===== config.mk =====
export PLATFORM = sky130hd
export DESIGN_NAME = layer_feed_controller
export DESIGN_NICKNAME = d
export VERILOG_FILES = /design/src/rtl/layer_feed_controller.sv
export SDC_FILE = /design/constraint.sdc
export NUM_CORES = 1
export LEC_CHECK = 0
export CAP_MARGIN = 20
export CORE_MARGIN = 5
export CORE_UTILIZATION = 58
export DETAILED_ROUTE_END_ITERATION = 12
export PLACE_DENSITY_LB_ADDON = 0.3
export SKIP_LAST_GASP = 1
export SLEW_MARGIN = 20
export SYNTH_ARGS = -nofsm -noshare
export SYNTH_HDL_FRONTEND = slang
export SYNTH_SLANG_ARGS = --single-unit
export TNS_END_PERCENT = 5

===== constraint.sdc =====
create_clock -name clk -period 4.5 [get_ports clk]
set_input_delay 0.9 -clock clk [delete_from_list [all_inputs] [get_ports clk]]
set_output_delay 0.9 -clock clk [all_outputs]
set_load 0.02 [all_outputs]

===== src/rtl/layer_feed_controller.sv =====
// layer_feed_controller: buffers core results and streams them one by one through the neural layer, collecting activated outputs
module layer_feed_controller #(
    parameter int M          = 3,
    parameter int P          = 3,
    parameter int DATA_WIDTH = 8,
    parameter int TIMEOUT    = 64,
    localparam int E  = M * P,
    localparam int AW = (E > 1) ? $clog2(E) : 1,
    localparam int RW = 2 * DATA_WIDTH,
    localparam int TW = (TIMEOUT > 1) ? $clog2(TIMEOUT) : 1
) (
    input  logic          clk,
    input  logic          rst_n,
    input  logic          run,
    input  logic          core_wen,
    input  logic [AW-1:0] core_addr,
    input  logic [RW-1:0] core_result,
    output logic          layer_start,
    output logic [RW-1:0] matrix_result,
    output logic          matrix_valid,
    input  logic [RW-1:0] app_result,
    input  logic          app_valid,
    input  logic          app_done,
    input  logic [AW-1:0] rd_addr,
    output logic [RW-1:0] rd_data,
    output logic          busy,
    output logic          done,
    output logic          error
);
    typedef enum logic [2:0] {IDLE, ISSUE, PRESENT, WAIT, FINISH} state_t;
    state_t        state, state_d;
    logic [AW-1:0] k;
    logic [TW-1:0] w;
    logic          last_k, w_last;
    logic [RW-1:0] in_mem  [E];
    logic [RW-1:0] out_mem [E];
    logic          unused_ok;
    assign unused_ok    = app_done;
    assign last_k       = k == AW'(E - 1);
    assign w_last       = w == TW'(TIMEOUT - 1);
    assign layer_start  = state == ISSUE;
    assign matrix_valid = state == PRESENT;
    assign done         = state == FINISH;
    assign busy         = state != IDLE;
    // state register
    always_ff @(posedge clk) begin
        if (!rst_n) state <= IDLE;
        else        state <= state_d;
    end
    // next-state: a response in WAIT wins over the timeout on the same cycle
    always_comb begin
        state_d = state;
        case (state)
            IDLE:    state_d = run ? ISSUE : IDLE;
            ISSUE:   state_d = PRESENT;
            PRESENT: state_d = WAIT;
            WAIT:    state_d = app_valid ? (last_k ? FINISH : ISSUE) : (w_last ? FINISH : WAIT);
            FINISH:  state_d = IDLE;
            default: state_d = IDLE;
        endcase
    end
    // element/wait counters, presented element, sticky error and registered read port
    always_ff @(posedge clk) begin
        if (!rst_n) begin
            k             <= '0;
            w             <= '0;
            error         <= 1'b0;
            matrix_result <= '0;
            rd_data       <= '0;
        end else begin
            rd_data <= out_mem[rd_addr];
            case (state)
                IDLE: if (run) begin
                    k     <= '0;
                    error <= 1'b0;
                end
                ISSUE:   matrix_result <= in_mem[k];
                PRESENT: w <= '0;
                WAIT: begin
                    if (app_valid) begin
                        if (!last_k) k <= k + AW'(1);
                    end else if (w_last) error <= 1'b1;
                    else w <= w + TW'(1);
                end
                default: ;
            endcase
        end
    end
    // buffers keep their contents through reset; captures are suppressed on a reset edge
    always_ff @(posedge clk) begin
        if (core_wen && !busy) in_mem[core_addr] <= core_result;
        if (rst_n && state == WAIT && app_valid) out_mem[k] <= app_result;
    end
endmodule


---- Word-level counts from Yosys, hierarchy flattened ----
Memories as Yosys holds them, arrays and structs flattened. A register that Yosys moved wholly into a read port is not among the register bits.
Cells that the tools add are included.
operators by class
  reduce and logical (&&, ||, !) cells .... 13
  $add $sub $neg .......................... 2
  equal/unequal tests ..................... 12
  mux-type cells .......................... 20
operator list
  kind                 number
  $mux 4               3
  $mux 6               2
  $ne 2x2->1 const B   6
  $pmux 3 s4           1
  $pmux 6 s2           1
  $mux 3               3
  $mux 1               8
  $pmux 4 s2           1
  $reduce_and 4->1     2
  $add 6x1->6 const B  1
  $eq 3x2->1 const B   2
  $eq 6x6->1 const B   1
  $add 4x1->4 const B  1
  $eq 4x4->1 const B   1
  $reduce_bool 2->1    2
  $eq 3x1->1 const B   1
  $eq 3x3->1 const B   1
  $logic_and 1x1->1    3
  $logic_not 1->1      3
  $logic_not 3->1      1
  $reduce_and 3->1     1
  $reduce_bool 3->1    1
  $pmux 1 s2           1
word-level totals
  RAM bits ................................ 288
  memories ................................ 2
  input port bits ......................... 46
  register bits ........................... 14
  output and inout port bits .............. 37
memories
  memory   depth  bits a word  read ports  clocked after memory_dff  write ports  RTL line  text
  in_mem   9      16           1           1                         1            35        logic [RW-1:0] in_mem [E];
  out_mem  9      16           1           1                         1            36        logic [RW-1:0] out_mem [E];

---- Longest topological paths before layout ----
Gate-level depths: netlist of the first run.
  depth in word-level cells ............... 5
  depth in mapped cells ................... 8
  gate-level depth less buffers ........... 6

---- Worst setup path after synthesis of the first run ----
Ideal clock, no wire load.
  path kind ............................... input -> register
  start ................................... input core_addr[1]
  end ..................................... memory in_mem[8][0] (netlist name) (enable)
  arrival ................................. 2.925 ns
  setup time .............................. 0.437 ns
  stages on the path ...................... 2
  slack ................................... 1.138 ns
  path buffers ............................ 0
  path through ............................ nand3b_1 -> nor4b_1
RTL lines
  what             RTL line  text
  start, declared  16        input logic [AW-1:0] core_addr,
  end, declared    35
No word-level cell before the write port.

---- Final worst setup path of the first run ----
  start ................................... input rst_n
  end ..................................... memory out_mem[3][0] (netlist name) (enable)
on the way
  word-level cells in the longest chain between the ends .. 4
RTL lines
  what                            RTL line  text
  start, declared                 13        input logic rst_n,
  $logic_and 1x1->1 (2 in a row)  92        if (rst_n && state == WAIT && app_valid) out_mem[k] <= app_result;
  $mux 1                          92
  $mux 1 (not written as such)    92
  end, declared                   36
No other way between the ends.

==> impl_metrics.py, run 1 <==
metrics = {
    "grt": {
        "globalRouteOverflowTotal": 0,
        "grtUsageTotal_pct": 20.7,
        "grt_pass1_wl_mm": 38.6,
        "grt_antenna_before_repair": 0,
        "grt_pass1_vias": 6820,
        "grt_max_degree": 33,
    },
    "hold_path": {
        "holdPathEnd": "error",
        "worstHoldStart": "error",
        "hold_class": "flop to flop",
        "hold_depth": 2,
    },
    "synth": {
        "synth_top_area_cell": "edfxtp_1",
        "ys_types": 51,
        "synth-seq-cells": 334,
        "ys_async_sr_fraction_pct": 0,
        "synth_top_family_by_area": "multiplexers",
        "netlist_area_um2": 12600,
        "netlist.area_leader.share_pct": 68.8,
        "synth_xor_area_share_pct": 0.279,
        "synth_simple_gate_area_share_pct": 5.81,
        "synth_area_leaders": "edfxtp_1 69%, mux4_2 11%, dfxtp_1 7.3%",
        "synth_fa_ha_area_share_pct": 0.498,
        "synthFlopType": "edfxtp_1",
        "muxShareOfSynthArea_pct": 11.7,
        "synthesis.nets": 719,
        "yosysWarnings": 0,
        "synth-edff-count": 288,
        "synth-compound-area-share_pct": 3.99,
        "synth_seq_area_share_pct": 76.1,
        "synth_area_per_cell_um2": 18.8,
        "synth_cells": 668,
    },
    "sta": {
        "period_share_pct": 69.8,
        "worst_pin_slew_ps": 988,
        "max_freq_ghz": 0.319,
        "hold_viol": 0,
        "hold_ws_ps": 475,
        "rsz0062_at_grt": "no",
        "finalSetupViolations": 0,
        "finalMaxSlewViolations": 0,
        "fin_tns_setup_ps": 0,
        "clock_skew_ps": 14.0,
        "min_period_ps": 3140,
        "setup_ws_ps": 1360,
        "relSlewSlack_pct": 34.1,
    },
    "critical_path": {
        "cp.required_ps": 4620,
        "worstReg2RegStart": "state[1]",
        "arrival_ps": 3260,
        "path_class": "primary input to flop",
        "crit_start": "rst_n",
        "cpMaxStageDelayCell": "and2_1",
        "cp_max_fo": 26,
        "path_cells": "clkdlybuf4s50_1 > buf_4 > and4b_1 > nor4bb_1 > and2_1",
        "max_stage_delay_ps": 860,
        "rr_endpoint": "in_mem[7][15]",
        "rrSetupSlack_ps": 1770,
        "worst_r2r_path_depth": 4,
        "endpoint_kind": "flop",
        "start_kind": "primary input",
    },
    "routing": {
        "wirelength_mm": 24.7,
        "drt_iter0_markers": 503,
        "vias": 6438,
        "final_antenna_net_count": 0,
        "routedWlPerCell_um": 23.2,
        "vias_per_cell": 6.03,
        "route.detailed.drc": 0,
        "dr.pass1.iters": 5,
    },
    "final_layout": {
        "final_util_pct": 70.3,
        "drive_gt1_share_pct": 19.7,
        "area_growth_pct": 18.3,
        "nets": 818,
        "final_common_cell": "edfxtp_1",
        "num_antenna_cells": 0,
        "final_cell_mix": "288 x edfxtp_1, 80 x clkdlybuf4s50_1, 63 x mux4_2",
    },
    "cts": {
        "numCtsBuffers": 34,
        "clkTransAtPathRegs_ps": 60,
        "postCtsHoldBufs": 0,
        "clockBufferDepth": 3,
        "htree_levels": 2,
        "root_buffer": "clkbuf_16",
        "clock-sinks": 334,
        "ctsResizeCount": 0,
        "cts_tree": "done",
        "post_cts_buffers": 0,
        "insertion_delay_ps": 500,
    },
    "die": {
        "die_y_um": 157,
        "start_util_pct": 59.4,
        "die_width_um": 157,
        "num_rows": 53,
        "core-area_um2": 21200,
        "io_pins": 83,
        "die_area_um2": 24700,
    },
    "power_and_ir_drop": {
        "p_leak_nw": 4.91,
        "power_mw": 6.60,
        "p_sw_mw": 1.31,
        "seq_power_share_pct": 51.9,
        "powerDensity_nw_per_um2": 444,
        "vdd_drop_max_v": 0.000355,
        "comb_power_share_pct": 5.3,
        "cellInternalPower_mw": 5.29,
        "clock_power_share_pct": 42.8,
        "sw_frac_of_total_pct": 19.8,
    },
    "placed_design": {
        "portBuffers": 81,
        "dpl.hpwl_mm": 14.6,
        "place_congestion": 0.744,
        "post-place-ws_ps": 875,
    },
    "run": {
        "cap_violations": 0,
    },
    "status": {
        "status": "finished, final reports clean",
    },
}
cell usage after synthesis (2+ instances only):
master	n
nand3_1	20
o22ai_1	17
nor3_1	3
and3_1	6
mux4_2	63
buf_1	4
mux2i_1	4
buf_2	9
nand3b_1	3
xor2_1	3
and2_1	11
a211o_1	7
buf_6	3
or2_2	2
nor2b_1	11
nand4_1	2
nor2_1	31
dfxtp_1	46
and2b_1	5
inv_1	7
nor4_1	2
o21ai_0	17
edfxtp_1	288
a211o_2	8
and4b_1	3
clkbuf_1	18
a21oi_1	20
o2111ai_1	2
a211oi_1	2
nand2_1	26
ha_1	5
power groups by stage:
stage / Combinational, mW / Sequential [mW] / Clock [mW]
after global placement: 0.333 / 3.49 / 0
after detailed placement: 0.346 / 3.49 / 0
after CTS: 0.350 / 3.43 / 2.87
after global routing: 0.373 / 3.43 / 3.03
final: 0.347 / 3.43 / 2.82
after floorplan: 0.157 / 3.51 / 0
stage by stage:
| step | std cells | instance area, um^2 |
|---|---|---|
| after global placement | 1005 | 13700 |
| after detailed placement | 1006 | 13700 |
| after CTS | 1067 | 14900 |
| final | 1067 | 14900 |
| after global routing | 1067 | 14900 |
| after floorplan | 668 | 12600 |
cells by family after synthesis:
family / after synthesis
flops: 334
xor+xnor: 4
simple gates: 136
compound gates: 78
buf+inv: 43
mux: 68
fa+ha+maj: 5
worst max-delay path: cells and delay by family:
| family | cells | cell delay (ps) |
|---|---|---|
| buffers and inverters | 2 | 740 |
| AND/OR/NAND/NOR | 3 | 1600 |
metal layers:
layer  vias up  GRT usage, %  part of all wire (%)  wire length (um)
met5         -             0                     0                 0
met2       240          36.1                    53             13000
met3        31          4.59                   6.8              1680
met1      3288          27.1                    39              9660
met4         0          4.96                   1.4               339
li1       2879             -                     -                 -
worst max path at each step:
stage / cells after the start / endpoint / slack, ps
2_1_floorplan: 2 / in_mem[8][0] / 1140
3_3_place_gp: 5 / out_mem[3][10] / 980
3_5_place_dp: 5 / out_mem[3][10] / 870
4_1_cts: 3 / busy / 1350
5_1_grt: 5 / out_mem[2][12] / 1180
6_report: 5 / out_mem[3][0] / 1360
layout make-up:
class | count | area, um^2
Sequential cell | 334 | 9570
Clock buffer | 44 | 960
Multi-Input combinational cell | 291 | 2830
Fill cell | 1272 | 6290
Tap cell | 275 | 344
Inverter | 8 | 30.0
Timing Repair Buffer | 98 | 946
Clock inverter | 17 | 188
state kept, by name (all words and copies together) (netlist names):
signal and count:
k 4, error 1, matrix_result 16, in_mem 144
rd_data 16, out_mem 144, state 3, w 6
(Power assumes the default switching activity.)
==> inputs of run 2 (changes only) <==
Clock period 4.5 ns to 3.2 ns, I/O delays scaled along.
==> run 2 against run 1 <==
- wire length is 1.3% higher
- clock-buffer cell count is 6 lower
- non-clock buffer count up 17
- sequential power rose by 40%
- critical endpoint is now busy
- critical path type is now flop to primary output
- sequential share of layout area down 0.076 points
- worst hold slack got worse by 5.4 ps
==> impl_metrics.py, run 2 (synthesis results as in run 1) <==
metrics = {
    "placed_design": {
        "place_congestion": 0.735,
        "portBuffers": 81,
        "place_area_um2": 13900,
        "dpl.hpwl_mm": 15.0,
        "dp.cells": 1023,
        "post-place-ws_ps": 459,
    },
    "cts": {
        "clockBufferDepth": 3,
        "root_buffer": "clkbuf_16",
        "insertion_delay_ps": 550,
        "clkTransAtPathRegs_ps": 60,
        "clock-sinks": 334,
        "numCtsBuffers": 31,
        "postCtsHoldBufs": 0,
        "cts_tree": "done",
        "post_cts_buffers": 0,
        "htree_levels": 1,
        "ctsResizeCount": 0,
    },
    "power_and_ir_drop": {
        "p_leak_nw": 4.93,
        "vdd_drop_max_v": 0.000442,
        "powerDensity_nw_per_um2": 603,
        "power_mw": 8.97,
    },
    "grt": {
        "grt_max_degree": 39,
        "grt_pass1_vias": 6886,
        "grt_pass1_wl_mm": 38.9,
        "globalRouteOverflowTotal": 0,
        "grt_antenna_before_repair": 0,
        "grtUsageTotal_pct": 20.7,
    },
    "die": {
        "core-area_um2": 21200,
        "die_y_um": 157,
        "die_width_um": 157,
        "start_util_pct": 59.4,
        "num_rows": 53,
        "die_area_um2": 24700,
        "io_pins": 83,
    },
    "final_layout": {
        "drive_gt1_share_pct": 20.2,
        "nets": 832,
        "multi_input_area_um2": 2830,
        "area_growth_pct": 18.4,
        "num_antenna_cells": 0,
        "stdcell_count": 1080,
        "regArea_um2": 9570,
        "fillers": 1305,
        "final_cell_mix": "288 x edfxtp_1, 80 x clkdlybuf4s50_1, 63 x mux4_2",
        "final_cell_area_um2": 14900,
        "final_util_pct": 70.4,
        "largest_registers": "in_mem x144, out_mem x144",
        "final_common_cell": "edfxtp_1",
    },
    "sta": {
        "finalMaxSlewViolations": 0,
        "rsz0062_at_grt": "no",
        "max_freq_ghz": 0.342,
        "worst_pin_slew_ps": 949,
        "relSlewSlack_pct": 36.6,
        "fin_tns_setup_ps": 0,
        "finalSetupViolations": 0,
        "min_period_ps": 2920,
        "hold_viol": 0,
        "setup_ws_ps": 276,
        "hold_ws_ps": 470,
        "clock_skew_ps": 10.2,
        "period_share_pct": 91.4,
    },
    "routing": {
        "wirelength_mm": 25.0,
        "dr.pass1.iters": 4,
        "route.detailed.drc": 0,
        "vias_per_cell": 6.05,
        "final_antenna_net_count": 0,
        "routedWlPerCell_um": 23.2,
        "vias": 6532,
        "drt_iter0_markers": 466,
    },
    "hold_path": {
        "hold_class": "flop to flop",
    },
    "critical_path": {
        "cp.required_ps": 2560,
        "cp_max_fo": 10,
        "arrival_ps": 2280,
        "path_class": "flop to primary output",
        "endpoint_kind": "primary output",
        "start_kind": "flop",
    },
    "run": {
        "cap_violations": 0,
    },
    "status": {
        "status": "finished, final reports clean",
    },
}
==> run 2: cell count changes in the layout (fill, tap and decap cells not counted), sizes merged <==
cell	before	now
buf	18	35
clkbuf	44	38
bufinv	4	5
clkinv	12	13
==> run 2: worst paths after layout <==
| path | start | to | slack, ps | depth (start not counted) |
|---|---|---|---|---|
| worst max-delay path | state[1] | busy | 280 | 3 |
| worst min-delay path | error | error | 470 | 2 |
| worst max register to register | state[1] | in_mem[3][8] | 730 | 4 |
| worst min register to register | error | error | 470 | 2 |
==> run 2: area by class of cell <==
class	instances	share of cell area, %
clock buffer	38	5.39
clock inverter	19	1.50
inverter	8	0.202
multi-input combinational	291	19.0
sequential	334	64.3
tap	275	2.31
timing repair buffer	115	7.30
==> run 2: where the power goes <==
group	switching (mW)	total (mW)	internal, mW
combinational	0.275	0.497	0.222
clock	1.48	3.66	2.18
sequential	0.0310	4.81	4.78
total	1.79	8.97	7.18
==> run 2: layer usage <==
| layer | track usage [%] | wire, um | vias up |
|---|---|---|---|
| met3 | 3.57 | 1800 | 41 |
| met2 | 36.1 | 13200 | 230 |
| met4 | 5.00 | 422 | 0 |
| li1 | - | - | 2900 |
| met5 | 0 | 0 | - |
| met1 | 27.5 | 9670 | 3361 |
==> run 2: critical path, stage by stage (launching register included) <==
cell and delay [ps]:
dfxtp_1 400, nor3_1 690, inv_1 80, clkdlybuf4s50_1 560
